`src/rtl/cpu_run_ctrl_pkg.sv`:
```
// cpu_run_ctrl_pkg: run-state encodings shared with display/VGA decode of run_state
package cpu_run_ctrl_pkg;
    localparam logic [1:0] RUN_ST_RESET = 2'd0;
    localparam logic [1:0] RUN_ST_RUN   = 2'd1;
    localparam logic [1:0] RUN_ST_HALT  = 2'd2;
    localparam logic [1:0] RUN_ST_STEP  = 2'd3;
endpackage

```
`src/rtl/cpu_run_ctrl_edge_det.sv`:
```
// edge_det: rising-edge detector; history resets to 1 so a level held through reset gives no edge
// ports: clk, rst (sync, active-high), level (sampled input), rise (level & ~previous sample)
module edge_det (
    input  logic clk,
    input  logic rst,
    input  logic level,
    output logic rise
);
    logic prev;
    always_ff @(posedge clk)
        prev <= rst ? 1'b1 : level;
    assign rise = level & ~prev;
endmodule

```
`src/rtl/cpu_run_ctrl.sv`:
```
// cpu_run_ctrl: core reset stretch, run/halt/single-step clock-enable and latched interrupt request
// ports: clk, rst, ext_rst, debug_en, debug_step, interrupter, int_ack in;
//        cpu_rst, cpu_en, int_req, run_state[1:0], step_count[15:0] out (all registered/state-decoded)
module cpu_run_ctrl
    import cpu_run_ctrl_pkg::*;
#(
    parameter int RST_HOLD    = 16,
    parameter int STEP_CYCLES = 1
) (
    input  logic        clk,
    input  logic        rst,
    input  logic        ext_rst,
    input  logic        debug_en,
    input  logic        debug_step,
    input  logic        interrupter,
    input  logic        int_ack,
    output logic        cpu_rst,
    output logic        cpu_en,
    output logic        int_req,
    output logic [1:0]  run_state,
    output logic [15:0] step_count
);
    logic [1:0]  state;
    logic [15:0] hold_cnt;
    logic [7:0]  step_cnt;
    logic        int_pending;
    logic        step_rise;
    logic        int_rise;

    edge_det u_step_edge (.clk(clk), .rst(rst), .level(debug_step),  .rise(step_rise));
    edge_det u_int_edge  (.clk(clk), .rst(rst), .level(interrupter), .rise(int_rise));

    always_ff @(posedge clk) begin
        if (rst) begin
            state      <= RUN_ST_RESET;
            hold_cnt   <= 16'(RST_HOLD);
            step_cnt   <= '0;
            step_count <= '0;
        end else if (ext_rst) begin
            state    <= RUN_ST_RESET;
            hold_cnt <= 16'(RST_HOLD);
        end else begin
            case (state)
                RUN_ST_RESET: begin
                    if (hold_cnt != 16'd0)
                        hold_cnt <= hold_cnt - 16'd1;
                    else
                        state <= debug_en ? RUN_ST_HALT : RUN_ST_RUN;
                end
                RUN_ST_RUN:
                    if (debug_en) state <= RUN_ST_HALT;
                RUN_ST_HALT: begin
                    if (step_rise) begin
                        state      <= RUN_ST_STEP;
                        step_cnt   <= 8'(STEP_CYCLES - 1);
                        step_count <= step_count + 16'd1;
                    end else if (!debug_en) begin
                        state <= RUN_ST_RUN;
                    end
                end
                default: begin
                    if (step_cnt == 8'd0)
                        state <= RUN_ST_HALT;
                    else
                        step_cnt <= step_cnt - 8'd1;
                end
            endcase
        end
    end

    // a new edge beats a coincident acknowledge
    always_ff @(posedge clk) begin
        if (rst)
            int_pending <= 1'b0;
        else if (int_rise)
            int_pending <= 1'b1;
        else if (state == RUN_ST_RESET || int_ack)
            int_pending <= 1'b0;
    end

    assign cpu_rst   = (state == RUN_ST_RESET);
    assign cpu_en    = (state == RUN_ST_RUN) || (state == RUN_ST_STEP);
    assign run_state = state;
    assign int_req   = int_pending & ~cpu_rst;
endmodule

```
`config.mk`:
```
export PLATFORM = sky130hd
export DESIGN_NAME = cpu_run_ctrl
export DESIGN_NICKNAME = d
export VERILOG_FILES = /design/src/rtl/cpu_run_ctrl_pkg.sv /design/src/rtl/cpu_run_ctrl_edge_det.sv /design/src/rtl/cpu_run_ctrl.sv
export SDC_FILE = /design/constraint.sdc
export NUM_CORES = 1
export LEC_CHECK = 0
export BUFFER_PORTS_ARGS = -buffer_cell sky130_fd_sc_hd__buf_2
export CORE_ASPECT_RATIO = 1.75
export CORE_UTILIZATION = 50
export CTS_BUF_LIST = sky130_fd_sc_hd__clkbuf_4
export CTS_CLUSTER_DIAMETER = 150
export DETAILED_ROUTE_END_ITERATION = 10
export HOLD_SLACK_MARGIN = 0.02
export PLACE_DENSITY = 0.77
export SLEW_MARGIN = 25
export SYNTH_ARGS = -nofsm -noshare
export SYNTH_HDL_FRONTEND = slang
export SYNTH_HIERARCHICAL = 1
export SYNTH_SLANG_ARGS = --single-unit
```
`constraint.sdc`:
```
create_clock -name clk -period 5.23 [get_ports clk]
set_clock_uncertainty 0.05 [all_clocks]
set_input_delay 0.523 -clock clk [delete_from_list [all_inputs] [get_ports clk]]
set_output_delay 0.523 -clock clk [all_outputs]
set_load 0.02 [all_outputs]
```
======== Yosys cells after proc, flatten, opt, wreduce, memory -nomap -nowiden ========
Cells that the tools add are included.
word-level totals
  register bits after elaboration ......... 45
  logic and storage cells ................. 51
  output and inout port bits .............. 21
  input port bits ......................... 7
cells by class
  reductions and logical operators ........ 13
  equal/unequal tests ..................... 8
  muxes and demuxes ....................... 12
  $add $sub $neg .......................... 3
  bitwise gates (word level) .............. 8
operator list
  cell                                                                     count
  16-bit by 1-bit adder with 16-bit output, second input constant          1
  8-bit two-way mux                                                        2
  8-bit case mux with 2 select lines                                       1
  16-bit nonzero test                                                      1
  16-bit by 1-bit subtractor with 16-bit output, second input constant     1
  2-bit two-way mux                                                        6
  8-bit logical NOT                                                        1
  4-bit AND reduction                                                      2
  8-bit by 1-bit subtractor with 8-bit output, second input constant       1
  2-bit inequality test, second input constant                             3
  2-bit case mux with 3 select lines                                       1
  1-bit NOT                                                                5
  2-bit equality test, second input constant                               2
  4-bit nonzero test                                                       1
  2-bit OR reduction                                                       2
  1-bit AND                                                                3
  3-bit inequality test, second input constant                             1
  3-bit AND reduction                                                      1
  2-bit by 1-bit equality test with 1-bit output, second input constant    1
  2-bit logical NOT                                                        1
  1-bit logical OR                                                         2
  1-bit two-way mux                                                        2
  2-bit by 1-bit inequality test with 1-bit output, second input constant  1
  2-bit AND reduction                                                      1
  2-bit nonzero test                                                       1

======== Longest topological paths before layout ========
Gate-level depths: netlist (run 1).
  depth after elaboration ................. 4
  mapped depth ............................ 7
  mapped depth without buffers ............ 6

======== Hierarchy ========
Netlist (run 1), hierarchy kept.
by module, submodules not included
  module        times used  area an instance (um^2)  cells an instance
  cpu_run_ctrl  1           2289.7                   270
  edge_det      2           32.5                     3

======== Worst setup path after synthesis (run 1) ========
Ideal clock, no wire load.
  kind .................................... reg-to-reg
  start point ............................. reg state[0] (netlist: run_state[0])
  end point ............................... reg step_cnt[1]
  period minus slack after synthesis ...... 2.386 ns
  arrival ................................. 2.265 ns
  stages on the path, launching flop included .. 8
  slack ................................... 2.844 ns
  library setup time ...................... 0.071 ns
  cell sequence ........................... dfxtp_1 inv_1 ha_1 clkbuf_1 nor4_1 o21ai_1 or3_1 a21oi_1
between the ends
  longest elaborated chain between the ends .. 4
  elaborated cells on any way between the ends .. 9
  classes of those cells .................. eq/ne (4); mux (1); bitwise (1); reduce/logical (3)
ends and longest elaborated chain
  what                            RTL line            RTL
  from (decl)                     cpu_run_ctrl.sv:23  logic [1:0] state;
  from (signal assigned)          cpu_run_ctrl.sv:48  state <= debug_en ? RUN_ST_HALT : RUN_ST_RUN;
  2-bit logical NOT *             -
  named net cpu_rst               cpu_run_ctrl.sv:17  output logic cpu_rst,
  2-bit OR reduction (no line) *  -
  1-bit NOT (no line)             -
  4-bit AND reduction (no line)   -
  to (signal assigned)            cpu_run_ctrl.sv:55  step_cnt <= 8'(STEP_CYCLES - 1);
  to (signal assigned)            cpu_run_ctrl.sv:65  step_cnt <= step_cnt - 8'd1;
  to (decl)                       cpu_run_ctrl.sv:25  logic [7:0] step_cnt;
Mark *: on every way through the listed nets, which the timed path passes. The rest lies on a longest branch.
A chain may end at the register's enable or synchronous reset.

======== Worst setup path in the final report (run 1) ========
  start point ............................. reg hold_cnt[0]
  end point ............................... reg state[1] (netlist: run_state[1])
between the ends
  longest elaborated chain between the ends .. 3
ends and longest elaborated chain
  what                             RTL line            RTL
  from (decl)                      cpu_run_ctrl.sv:24  logic [15:0] hold_cnt;
  from (signal assigned)           cpu_run_ctrl.sv:36  hold_cnt <= 16'(RST_HOLD);
  from (signal assigned)           cpu_run_ctrl.sv:41  hold_cnt <= 16'(RST_HOLD);
  from (signal assigned)           cpu_run_ctrl.sv:46  hold_cnt <= hold_cnt - 16'd1;
  16-bit nonzero test              cpu_run_ctrl.sv:45  if (hold_cnt != 16'd0)
  2-bit inequality test (no line)  -
  4-bit AND reduction (no line)    -
Every way passes these cells.

==> results by group, run 1 <==
Synthesis
  • Syn Nets: 291
  • Synth Flop Type: dfxtp_1
  • Post-synthesis adder-cell area fraction: 0.0425
  • #FFs+latches synth: 45
  • Top-count cell post-synth: dfxtp_1
  • Syn. warnings: 6
  • Mux cell area share after synthesis: 0.0356
  • Post-synthesis sequential area ratio: 0.383
  • Main area contributors after synthesis: dfxtp_1, a21oi_1, ha_1, or3_1, nor2_1
  • Synth top area share: 0.383
  • Post-synth EDFFs: 0
  • Post-synth ARST share: 0
  • Synth area leader: dfxtp_1
  • Post-synthesis simple-gate area fraction: 0.299
  • Post-Syn Instances: 276
  • Distinct cells, synth: 47
  • Largest family of logic cells by synthesized area: simple AND/OR/NAND/NOR gates
  • Post-Synth XOR/XNOR Area: 0.0298
  • Avg Inst Size Synth: 8.53 µm²
  • Compound-Gate Fraction of Synth Area: 0.174
  • Commonest cells post-synth: dfxtp_1, a21oi_1, nor2_1
  • Synth Cell Area: 2350 µm²

CTS
  • Htree depth: 2
  • TritonCTS clock tree: done
  • CTS Hold Buffers Added: 0
  • Post-CTS Resized: 0
  • Clock tree sinks: 45
  • Cts bufs inserted: 5
  • Max clock buf depth: 2
  • Clock-pin slew on the worst setup and hold paths: roughly 0.13 ns
  • Post-CTS Setup Inserts: 0
  • Root Buffer Master: clkbuf_4
  • Worst-Skew Late Latency: around 0.35 ns

Floorplan
  • Number of I/O pins: 28
  • Core footprint: 4440 µm²
  • FP Rows: 32
  • Die Wd: 53.9 µm
  • Die H: 92.8 µm
  • Full die area: ~5000 µm²
  • Starting Density: 0.530

GRT
  • Initial antenna violation count: 0
  • Congestion Overflow GR: 0
  • Gr usage total: 0.215
  • Largest net degree at the start of global routing: 28
  • Global-route wire length before repair: approximately 8100 µm
  • Vias in the first global route: 2037

Worst setup path
  • Critical path endpoint category: flop
  • Worst Path Max Fanout: 14
  • Worst Path Required: approximately 5.4 ns
  • Reg2reg end: run_state[1]$_SDFFE_PP0P_
  • R2R Setup Slk: 2.75 ns
  • R2r startpoint: hold_cnt[0]$_SDFFE_PP0P_
  • Worst EP arrival: 2.67 ns
  • Worst reg-to-reg path cell count: 6
  • Worst setup SP type: flop
  • Worst Path Class, Setup: reg2reg

Timing
  • Slew @ Worst Pin: 0.775 ns
  • Slew Limit Fails: 0
  • Final Worst Setup Slack: 2.75 ns
  • Fin Hold WS: 0.302 ns
  • Hold Vio Cnt, Final: 0
  • Final Critical Period: 2.48 ns
  • Fin crit share: 0.473
  • Worst rel slew slack: 0.479
  • Highest clock rate: 404 MHz
  • Setup violators final: 0
  • RSZ-0062 raised after global routing: no
  • Final TNS setup: 0 ns

Layout
  • Layout cells sized above 1: 0.168
  • Area grow syn2layout: 10.2%
  • Antenna diodes: 0
  • Nets: between 300 and 400
  • Finished Layout Cells: 354

Worst hold path
  • Worst hold start: debug_step
  • Hold Crit Class: in2reg
  • Hold Path Cell Cnt: 2
  • Worst Hold Endpoint: u_step_edge/prev$_SDFF_PP1_

Drt
  • Antenna-violating nets left: 0
  • Vias: about 2100
  • DRC errors left: 0
  • Wire per inst: 13.7 µm
  • Post-Route WL: roughly 4900 µm
  • Vias per inst: a little under 6
  • Initial DRT Pass Iterations: 4
  • DRT iter0 DRCs: 45

Placed design
  • Inst Count DP: 346
  • Port bufs: 27
  • Final HPWL DP: about 3600 µm
  • Dpl ws: between 2 and 3 ns
  • Routability cong.: approximately 0.8

Status
  • Status: completed

Power
  • Leakage: 0.00104 µW
  • Max VDD drop: 0.206 mV
  • Power Density: roughly 250 nW/µm²

Job
  • Max-cap viol count: 0
==> worst max-delay path, stage by stage, from the launching register on <==
cell	delay (ns)
dfxtp_1	0.36
inv_1	0.08
ha_1	0.20
or3b_2	0.54
o41ai_4	0.76
o2111ai_4	0.23
mux2i_1	0.16
==> layer usage <==
metal,global-route usage,part of all wire,vias up,wire length [µm]
li1,-,-,1055,-
met1,0.198,0.39,994,1880
met2,0.410,0.57,37,2760
met5,0,0,-,0
met4,0.105,0.018,0,87
met3,0.0411,0.026,9,127
==> layout by cell type, fill, tap and decap left out, drive strengths merged, types with 11 or more instances in the layout <==
cell and count:
a21oi 28, buf 27, dfxtp 45, inv 13, nand2 19, nand3 11
nor2 21, o21ai 16, or3 15, or4 11
==> cell type report <==
class	count	area, µm²
flip-flops and latches	45	901
fillers	437	1850
clock buffers	6	45.0
repair buffers	27	135
multi-input cells	210	1370
clock inverters	2	33.8
well taps	51	63.8
inverters	13	48.8
==> cells by family (layout without fill, tap and decap cells) <==
| group | count (synthesis) | count (layout) |
|---|---|---|
| buf+inv | 21 | 48 |
| simple gates | 123 | 123 |
| fa+ha+maj | 8 | 8 |
| compound gates | 63 | 63 |
| flops | 45 | 45 |
| xor+xnor | 8 | 8 |
| mux | 8 | 8 |
==> flip-flops by register name (all words and copies together), names as in the netlist <==
signal,count
step_count,16
int_pending,1
u_int_edge/prev,1
u_step_edge/prev,1
step_cnt,8
run_state,2
hold_cnt,16
==> per-stage QoR <==
step	power, µW	util	area (µm²)
after floorplan	428	-	2350
after global placement	443	0.566	2520
after detailed placement	445	0.566	2520
after CTS	656	0.584	2590
after global routing	680	0.584	2590
final	653	0.584	2590
==> worst max-delay path by stage <==
stage / depth (start not counted) / endpoint / slack (ns) / start
CTS: 6 / run_state[1]$_SDFFE_PP0P_ / 2.76 / hold_cnt[0]$_SDFFE_PP0P_
global placement: 6 / step_count[13]$_SDFFE_PP0P_ / 2.76 / debug_step
global route: 6 / step_count[13]$_SDFFE_PP0P_ / 2.62 / run_state[0]$_SDFFE_PP0P_
floorplan: 7 / step_cnt[1]$_SDFFE_PP0P_ / 2.84 / run_state[0]$_SDFFE_PP0P_
finish: 6 / run_state[1]$_SDFFE_PP0P_ / 2.75 / hold_cnt[0]$_SDFFE_PP0P_
detailed placement: 6 / step_count[11]$_SDFFE_PP0P_ / 2.72 / debug_step
==> power breakdown <==
group | total (µW) | internal, µW | switching, µW
sequential | 358 | 350 | 7.76
combinational | 80.4 | 31.4 | 49.0
clock | 215 | 105 | 110
Power figures use the tool's default switching activity.
==> run 2: changes to the inputs <==
Settings changed: ABC_AREA set to 1, PLACE_DENSITY 0.77 to 0.79.
Clock period 5.23 ns to 2.2 ns, I/O delays scaled along.
==> run 2 against run 1 <==
Effect of this change:
- count of clock-buffer cells in the layout did not move
- sequential power rose by 150%
- setup slack got worse by 2.5 ns
- first-iteration DRC count grew to 3.0 times the previous value
- via count increased by 21%
- area after synthesis increased by 11%
- combinational power rose to 6.5 times the previous value
- sequential cell count unchanged
- cell count rose by 39%
- global-route usage increased by 0.37 points
- hold slack got worse by 0.21 ns
- non-clock buffer count increased by 6
- highest routed layer unchanged
==> results by group, run 2 <==
Layout
  • Antenna diodes: 0 (unchanged)
  • Commonest non-fill, non-tap cells in the layout: nand2_1, nor2_1, dfxtp_1
  • Commonest non-fill, non-tap cell in the layout: nand2_1
  • Area grow syn2layout: 9.30%
  • Nets: 451 (+42%)
  • Top flop regs: hold_cnt: 16 flops, step_count: 16 flops, step_cnt: 8 flops
  • Layout cells sized above 1: 0.151 (-0.0173)

Synthesis
  • Synth area leader: dfxtp_1
  • Synth top area share: 0.343 (-0.0392)
  • Post-synth ARST share: 0 (unchanged)
  • Avg Inst Size Synth: 6.49 µm² (-24%)
  • Synth Cell Area: 2620 µm² (+11%)
  • Synth Flop Type: dfxtp_1
  • Top-count cell post-synth: nand2_1
  • Syn. warnings: 6 (unchanged)
  • Commonest cells post-synth: nand2_1, nor2_1, dfxtp_1
  • Main area contributors after synthesis: dfxtp_1, nand2_1, nor2_1, inv_1, a21oi_1
  • Post-synthesis sequential area ratio: 0.343 (-0.0392)
  • Syn Nets: 419 (+44%)
  • #FFs+latches synth: 45 (unchanged)
  • Post-synth EDFFs: 0 (unchanged)
  • Distinct cells, synth: 27 (-43%)
  • Post-Syn Instances: 404 (+46%)

Worst setup path
  • Slowest-stage cell, CP: dfxtp_1
  • Buf/Inv on CP: 1 (unchanged)
  • Top Family by Delay on Critical Path: simple AND/OR/NAND/NOR gates
  • CP cell instances: inv_1 -> ha_1 -> nand2_2 -> nor2_4 -> nand3_1 -> nor2_1 -> nand2_1 -> o21ai_0 -> nor2_1
  • Worst setup SP type: flop
  • Slowest stage delay, CP: 0.37 ns (-0.39 ns)
  • Worst Path Class, Setup: reg2reg
  • Reg2reg end: step_count[9]$_SDFFE_PP0P_
  • R2r startpoint: run_state[0]$_SDFFE_PP0P_
  • Worst EP arrival: 2.15 ns (-0.52 ns)
  • R2R Setup Slk: 0.28 ns (-2.48 ns)
  • Worst Path Required: 2.43 ns (-3.00 ns)
  • Critical path endpoint category: flop
  • Worst Path Max Fanout: 9 (-5)
  • Worst reg-to-reg path cell count: 9 (+3)
  • CP most frequent cell: nor2_1

CTS
  • Root Buffer Master: clkbuf_4
  • CTS Hold Buffers Added: 2 (+2)
  • Post-CTS Setup Inserts: 0 (unchanged)
  • Max clock buf depth: 2 (unchanged)
  • Post-CTS Resized: 0 (unchanged)
  • Clock tree sinks: 45 (unchanged)
  • Htree depth: 2 (unchanged)
  • Cts bufs inserted: 5 (unchanged)
  • Clock-pin slew on the worst setup and hold paths: 0.14 ns (about the same)
  • Worst-Skew Late Latency: 0.37 ns (+0.02 ns)
  • TritonCTS clock tree: done

Floorplan
  • Die Wd: 56.8 µm (+5.4%)
  • Number of I/O pins: 28 (unchanged)
  • Core footprint: 5020 µm² (+13%)
  • FP Rows: 34 (+6.3%)
  • Starting Density: 0.523 (-0.00716)
  • Full die area: 5550 µm² (+11%)
  • Die H: 97.8 µm (+5.4%)

Power
  • Power Density: 635 nW/µm² (+150%)
  • Sw Pwr: 651 µW (+290%)
  • Clock power frac: 0.222 (-0.107)
  • Sw Share: 0.357 (+0.102)
  • Power Internal: 1170 µW (+140%)
  • Sequential share of power: 0.489 (-0.059)
  • Final Power: 1820 µW (+180%)
  • Leakage: 0.00130 µW (+25%)
  • Logic pwr share: 0.289 (+0.166)
  • Max VDD drop: 0.325 mV (+58%)

GRT
  • Congestion Overflow GR: 0 (unchanged)
  • Vias in the first global route: 2410 (+18%)
  • Largest net degree at the start of global routing: 17 (-39%)
  • Global-route wire length before repair: 9840 µm (+21%)
  • Initial antenna violation count: 0 (unchanged)
  • Gr usage total: 0.219 (+0.00367)

Drt
  • Vias: 2540 (+21%)
  • Vias per inst: 5.17 (-13%)
  • DRT iter0 DRCs: 133 (+200%)
  • Met2 routed WL: 2880 µm (+4.2%)
  • DRC errors left: 0 (unchanged)
  • Wire per inst: 11.2 µm (-18%)
  • Top Metal Used: met4
  • Antenna-violating nets left: 0 (unchanged)
  • Initial DRT Pass Iterations: 4 (unchanged)
  • Post-Route WL: 5510 µm (+13%)
  • Met3 WL: 173 µm (+36%)
  • Metal-1 WL: 2240 µm (+19%)

Worst hold path
  • Worst Hold Endpoint: int_pending$_SDFFE_PP0P_
  • Worst hold start: int_ack
  • Hold Path Cell Cnt: 4 (+2)
  • Hold Crit Class: in2reg

Timing
  • Worst rel slew slack: 0.661 (+0.183)
  • Hold Vio Cnt, Final: 0 (unchanged)
  • Slew Limit Fails: 0 (unchanged)
  • Final TNS setup: 0 ns (unchanged)
  • Slew @ Worst Pin: 0.507 ns (-0.267 ns)
  • Highest clock rate: 520 MHz (+29%)
  • Fin crit share: 0.874 (+0.400)
  • Final Critical Period: 1.92 ns (-0.553 ns)
  • Setup violators final: 0 (unchanged)
  • RSZ-0062 raised after global routing: no

Status
  • Status: completed

Job
  • Max-cap viol count: 0 (unchanged)

Placed design
  • Routability cong.: 0.875 (+12%)
  • Port bufs: 27 (unchanged)
  • Final HPWL DP: 4220 µm (+16%)
-- run 2: changes by cell type after synthesis, moves of 8 or more --
cell     delta
a21oi_2     +9
inv_1      +31
or4_1       -9
or3_1      -15
nor2_1     +62
nand2_1    +85
nor2b_1     -8
nand3_1    +11
-- run 2: cell type report --
type	instances	area, µm²
Inverter	44	165
Clock inverter	2	10.0
Timing Repair Buffer	33	185
Sequential cell	45	901
Tap cell	54	67.6
Multi-Input combinational cell	307	1490
Clock buffer	6	45.0
Fill cell	494	2150
-- run 2: worst register-to-register path: cells and delay by family (launching register included) --
| family | cells | cell delay [ns] |
|---|---|---|
| simple gates | 6 | 0.79 |
| flops | 1 | 0.37 |
| fa+ha+maj | 1 | 0.37 |
| compound gates | 1 | 0.15 |
| buf+inv | 1 | 0.10 |
-- run 2: logic make-up (layout without fill, tap and decap cells) --
kind of cell             after synthesis  after routing  synth area share
adder cells (fa/ha/maj)                8              8            0.0382
buffers and inverters                 52             85            0.0873
flip-flops                            45             45             0.343
AND/OR/NAND/NOR                      239            239             0.387
XOR/XNOR                               9              9            0.0300
AO/OA/AOI/OAI                         51             51             0.114
-- run 2: stage by stage --
| stage | utilization | cells | setup WS, ns | cell area, µm² | hold WS [ns] |
|---|---|---|---|---|---|
| global route | 0.571 | 491 | 0.0108 | 2870 | 0.0830 |
| finish | 0.571 | 491 | 0.278 | 2870 | 0.0898 |
| floorplan | - | 404 | 0.267 | 2620 | 0.239 |
| global placement | 0.556 | 481 | 0.380 | 2790 | 0.365 |
| CTS | 0.571 | 491 | 0.280 | 2870 | 0.0714 |
| detailed placement | 0.556 | 481 | 0.277 | 2790 | 0.369 |
-- run 2: metal layers --
metal / vias to the layer above / GRT usage
met5: - / 0
met4: 0 / 0.131
met3: 22 / 0.0318
met2: 46 / 0.390
met1: 1134 / 0.239
li1: 1338 / -
-- run 2: power groups by stage --
stage	sequential, µW	combinational, µW	clock [µW]
6_report	891	526	404
3_5_place_dp	909	521	0
3_3_place_gp	907	514	0
4_1_cts	890	527	430
5_1_grt	896	605	463
2_1_floorplan	907	465	0
-- run 2: worst max-delay path by stage --
stage / start / slack [ns] / depth (start not counted) / end
floorplan: run_state[0]$_SDFFE_PP0P_ / 0.27 / 10 / step_cnt[7]$_SDFFE_PP0P_
global placement: run_state[0]$_SDFFE_PP0P_ / 0.38 / 9 / step_count[9]$_SDFFE_PP0P_
detailed placement: run_state[0]$_SDFFE_PP0P_ / 0.28 / 9 / step_count[9]$_SDFFE_PP0P_
CTS: run_state[0]$_SDFFE_PP0P_ / 0.28 / 9 / step_count[9]$_SDFFE_PP0P_
global route: run_state[0]$_SDFFE_PP0P_ / 0.01 / 9 / step_count[9]$_SDFFE_PP0P_
finish: run_state[0]$_SDFFE_PP0P_ / 0.28 / 9 / step_count[9]$_SDFFE_PP0P_
==> run 3: changes to the inputs <==
Settings changed: ABC_AREA 1 to unset, PLACE_DENSITY 0.79 to 0.8, SYNTH_HIERARCHICAL 1 to unset.
==> run 3 against run 2 <==
Effect of this change:
- non-clock buffer count increased by 5
- count of clock-buffer cells in the layout fell by 1
- sequential share of layout area grew 2.3 points
- die area shrank 10%
- power shrank 18%
- largest cell class unchanged
==> results by group, run 3 <==
Status
  • Status: completed

Power
  • Logic pwr share: 0.178 (-0.111)
  • Power Density: 562 nW/µm² (-12%)
  • Power Internal: 1060 µW (-9.0%)
  • Clock power frac: 0.253 (+0.031)
  • Sw Pwr: 434 µW (-33%)
  • Sw Share: 0.289 (-0.0679)
  • Leakage: 0.00109 µW (-15%)
  • Max VDD drop: 0.505 mV (+55%)
  • Final Power: 1500 µW (-18%)
  • Sequential share of power: 0.569 (+0.080)

Drt
  • Antenna-violating nets left: 0 (unchanged)
  • Post-Route WL: 5260 µm (-4.5%)
  • Wire per inst: 14.6 µm (+30%)
  • DRT iter0 DRCs: 39 (-71%)
  • Vias: 2181 (-14%)
  • Initial DRT Pass Iterations: 4 (unchanged)
  • DRC errors left: 0 (unchanged)
  • Vias per inst: 6.04 (+17%)

Worst setup path
  • Slowest stage delay, CP: 0.42 ns (+0.05 ns)
  • Worst Path Required: 2.45 ns (+0.02 ns)
  • Worst reg-to-reg path cell count: 6 (-3)
  • R2r startpoint: run_state[0]$_SDFFE_PP0P_
  • R2R Setup Slk: 0.18 ns (-0.10 ns)
  • CP startpoint: run_state[0]$_SDFFE_PP0P_
  • Top Family by Delay on Critical Path: simple AND/OR/NAND/NOR gates
  • CP cell instances: inv_1 -> ha_2 -> or3b_4 -> or2_0 -> or4_1 -> a21oi_1
  • Buf/Inv on CP: 1 (unchanged)
  • Critical path endpoint category: flop
  • Slowest-stage cell, CP: or3b_4
  • Worst Path Max Fanout: 6 (-3)
  • Worst EP arrival: 2.28 ns (+0.13 ns)
  • Reg2reg end: hold_cnt[7]$_SDFFE_PP0P_
  • Worst setup SP type: flop
  • Worst Path Class, Setup: reg2reg

Floorplan
  • Full die area: 5000 µm² (-10%)
  • Starting Density: 0.530 (+0.00716)
  • Core footprint: 4440 µm² (-11%)
  • Die Wd: 53.9 µm (-5.1%)
  • Die H: 92.8 µm (-5.2%)
  • FP Rows: 32 (-5.9%)
  • Number of I/O pins: 28 (unchanged)

Timing
  • Slew @ Worst Pin: 0.617 ns (+0.110 ns)
  • RSZ-0062 raised after global routing: no
  • Final TNS setup: 0 ns (unchanged)
  • Final Critical Period: 2.02 ns (+0.101 ns)
  • Worst rel slew slack: 0.585 (-0.0765)
  • Setup violators final: 0 (unchanged)
  • Highest clock rate: 494 MHz (-5.0%)
  • Fin crit share: 0.920 (+0.0461)
  • Hold Vio Cnt, Final: 0 (unchanged)
  • Slew Limit Fails: 0 (unchanged)

GRT
  • Global-route wire length before repair: 8590 µm (-13%)
  • Vias in the first global route: 2032 (-16%)
  • Largest net degree at the start of global routing: 27 (+10)
  • Congestion Overflow GR: 0 (unchanged)
  • Initial antenna violation count: 0 (unchanged)
  • Gr usage total: 0.229 (+0.00987)

Worst hold path
  • Worst hold start: int_ack
  • Hold Crit Class: in2reg
  • Worst Hold Endpoint: int_pending$_SDFFE_PP0P_
  • Hold Path Cell Cnt: 4 (unchanged)

Placed design
  • Routability cong.: 0.825 (-5.7%)
  • Final HPWL DP: 3900 µm (-7.6%)
  • Port bufs: 27 (unchanged)

Layout
  • Commonest non-fill, non-tap cell in the layout: dfxtp_1
  • Area of the multi-input gates: 1380 µm² (-8.0%)
  • Fillcell total: 405 (-18%)
  • Layout cells sized above 1: 0.197 (+0.0457)
  • Area grow syn2layout: 13.3%
  • Antenna diodes: 0 (unchanged)
  • FF+latch area: 901 µm² (unchanged)
  • Commonest non-fill, non-tap cells in the layout: dfxtp_1, buf_2, a21oi_1
  • Nets: 324 (-28%)
  • Top flop regs: hold_cnt: 16 flops, step_count: 16 flops, step_cnt: 8 flops

Synthesis
  • #FFs+latches synth: 45 (unchanged)
  • Post-Syn Instances: 274 (-32%)
  • Post-synth EDFFs: 0 (unchanged)
  • Synth Cell Area: 2350 µm² (-10%)
  • Post-synth ARST share: 0 (unchanged)
  • Synth top area share: 0.383 (+0.0392)
  • Avg Inst Size Synth: 8.59 µm² (+32%)
  • Top-count cell post-synth: dfxtp_1
  • Synth Flop Type: dfxtp_1
  • Post-synthesis sequential area ratio: 0.383 (+0.0392)
  • Synth area leader: dfxtp_1
  • Main area contributors after synthesis: dfxtp_1, a21oi_1, ha_1, or4_1, mux2i_1
  • Syn. warnings: 0 (-6)
  • Commonest cells post-synth: dfxtp_1, a21oi_1, nor2_1
  • Distinct cells, synth: 50 (+85%)
  • Syn Nets: 289 (-31%)

CTS
  • Max clock buf depth: 2 (unchanged)
  • Root Buffer Master: clkbuf_4
  • Clock-pin slew on the worst setup and hold paths: 0.13 ns (about the same)
  • TritonCTS clock tree: done
  • Cts bufs inserted: 5 (unchanged)
  • Clock tree sinks: 45 (unchanged)
  • Worst-Skew Late Latency: 0.36 ns (about the same)
  • Htree depth: 2 (unchanged)

Job
  • Max-cap viol count: 0 (unchanged)
==> run 3: worst register-to-register path: cells and delay by family (launching register included) <==
family,cells,cell delay (ns)
DFF,1,0.36
and+or+nand+nor,3,1.06
adders and majority gates,1,0.22
buffers and inverters,1,0.12
AOI/OAI and AO/OA,1,0.15
==> run 3: per-stage QoR <==
step	worst slack, ns	cell area, µm²	hold slack, ns	std cells	utilization
floorplan	0.0602	2360	0.277	274	-
global placement	0.155	2570	0.368	350	0.578
detailed placement	0.0889	2570	0.381	350	0.578
CTS	0.0536	2640	0.0961	360	0.594
global route	0.0550	2670	0.0948	361	0.601
finish	0.176	2670	0.0987	361	0.601
==> run 3: how the worst max path moves through the flow <==
stage               slack (ns)                           to  cells past startpoint
floorplan                 0.06     hold_cnt[7]$_SDFFE_PP0P_                      6
global placement          0.16  step_count[12]$_SDFFE_PP0P_                      6
detailed placement        0.09  step_count[14]$_SDFFE_PP0P_                      6
CTS                       0.05  step_count[12]$_SDFFE_PP0P_                      6
global route              0.06  step_count[14]$_SDFFE_PP0P_                      6
finish                    0.18     hold_cnt[7]$_SDFFE_PP0P_                      6
==> run 3: cell families (layout without fill, tap and decap cells) <==
logic type      count (synthesis)  after routing  share of synthesized area
fa+ha+maj                       8              8                     0.0425
mux                             8              8                     0.0340
buf+inv                        25             61                     0.0436
compound gates                 61             61                      0.170
xor+xnor                        9              9                     0.0335
flops                          45             45                      0.383
simple gates                  118            118                      0.294
==> run 3: repair_timing <==
action,4_1_cts,5_1_grt
endpoints found under the setup margin,0,10
setup buffers,0,1
gates resized for setup,0,6
endpoints found under the hold margin,2,0
hold buffers,2,0
==> run 3: layer usage <==
metal,up-vias,global-route usage,share of wire
met2,45,0.443,0.57
met3,7,0.0460,0.031
li1,1081,-,-
met5,-,0,0
met4,0,0.0789,0.015
met1,1048,0.218,0.38
==> run 3: final cells by class <==
| cell class | instances | share of cell area |
|---|---|---|
| multi-input cells | 204 | 0.515 |
| flip-flops and latches | 45 | 0.338 |
| repair buffers | 38 | 0.0835 |
| well taps | 51 | 0.0239 |
| inverters | 15 | 0.0211 |
| clock buffers | 5 | 0.0141 |
| clock inverters | 3 | 0.00469 |
==> run 3: power by group through the flow <==
| stage | combinational (µW) | clock (µW) | sequential (µW) |
|---|---|---|---|
| global route | 289 | 430 | 855 |
| floorplan | 191 | 0 | 865 |
| detailed placement | 254 | 0 | 871 |
| CTS | 259 | 390 | 852 |
| finish | 267 | 379 | 853 |
| global placement | 250 | 0 | 869 |
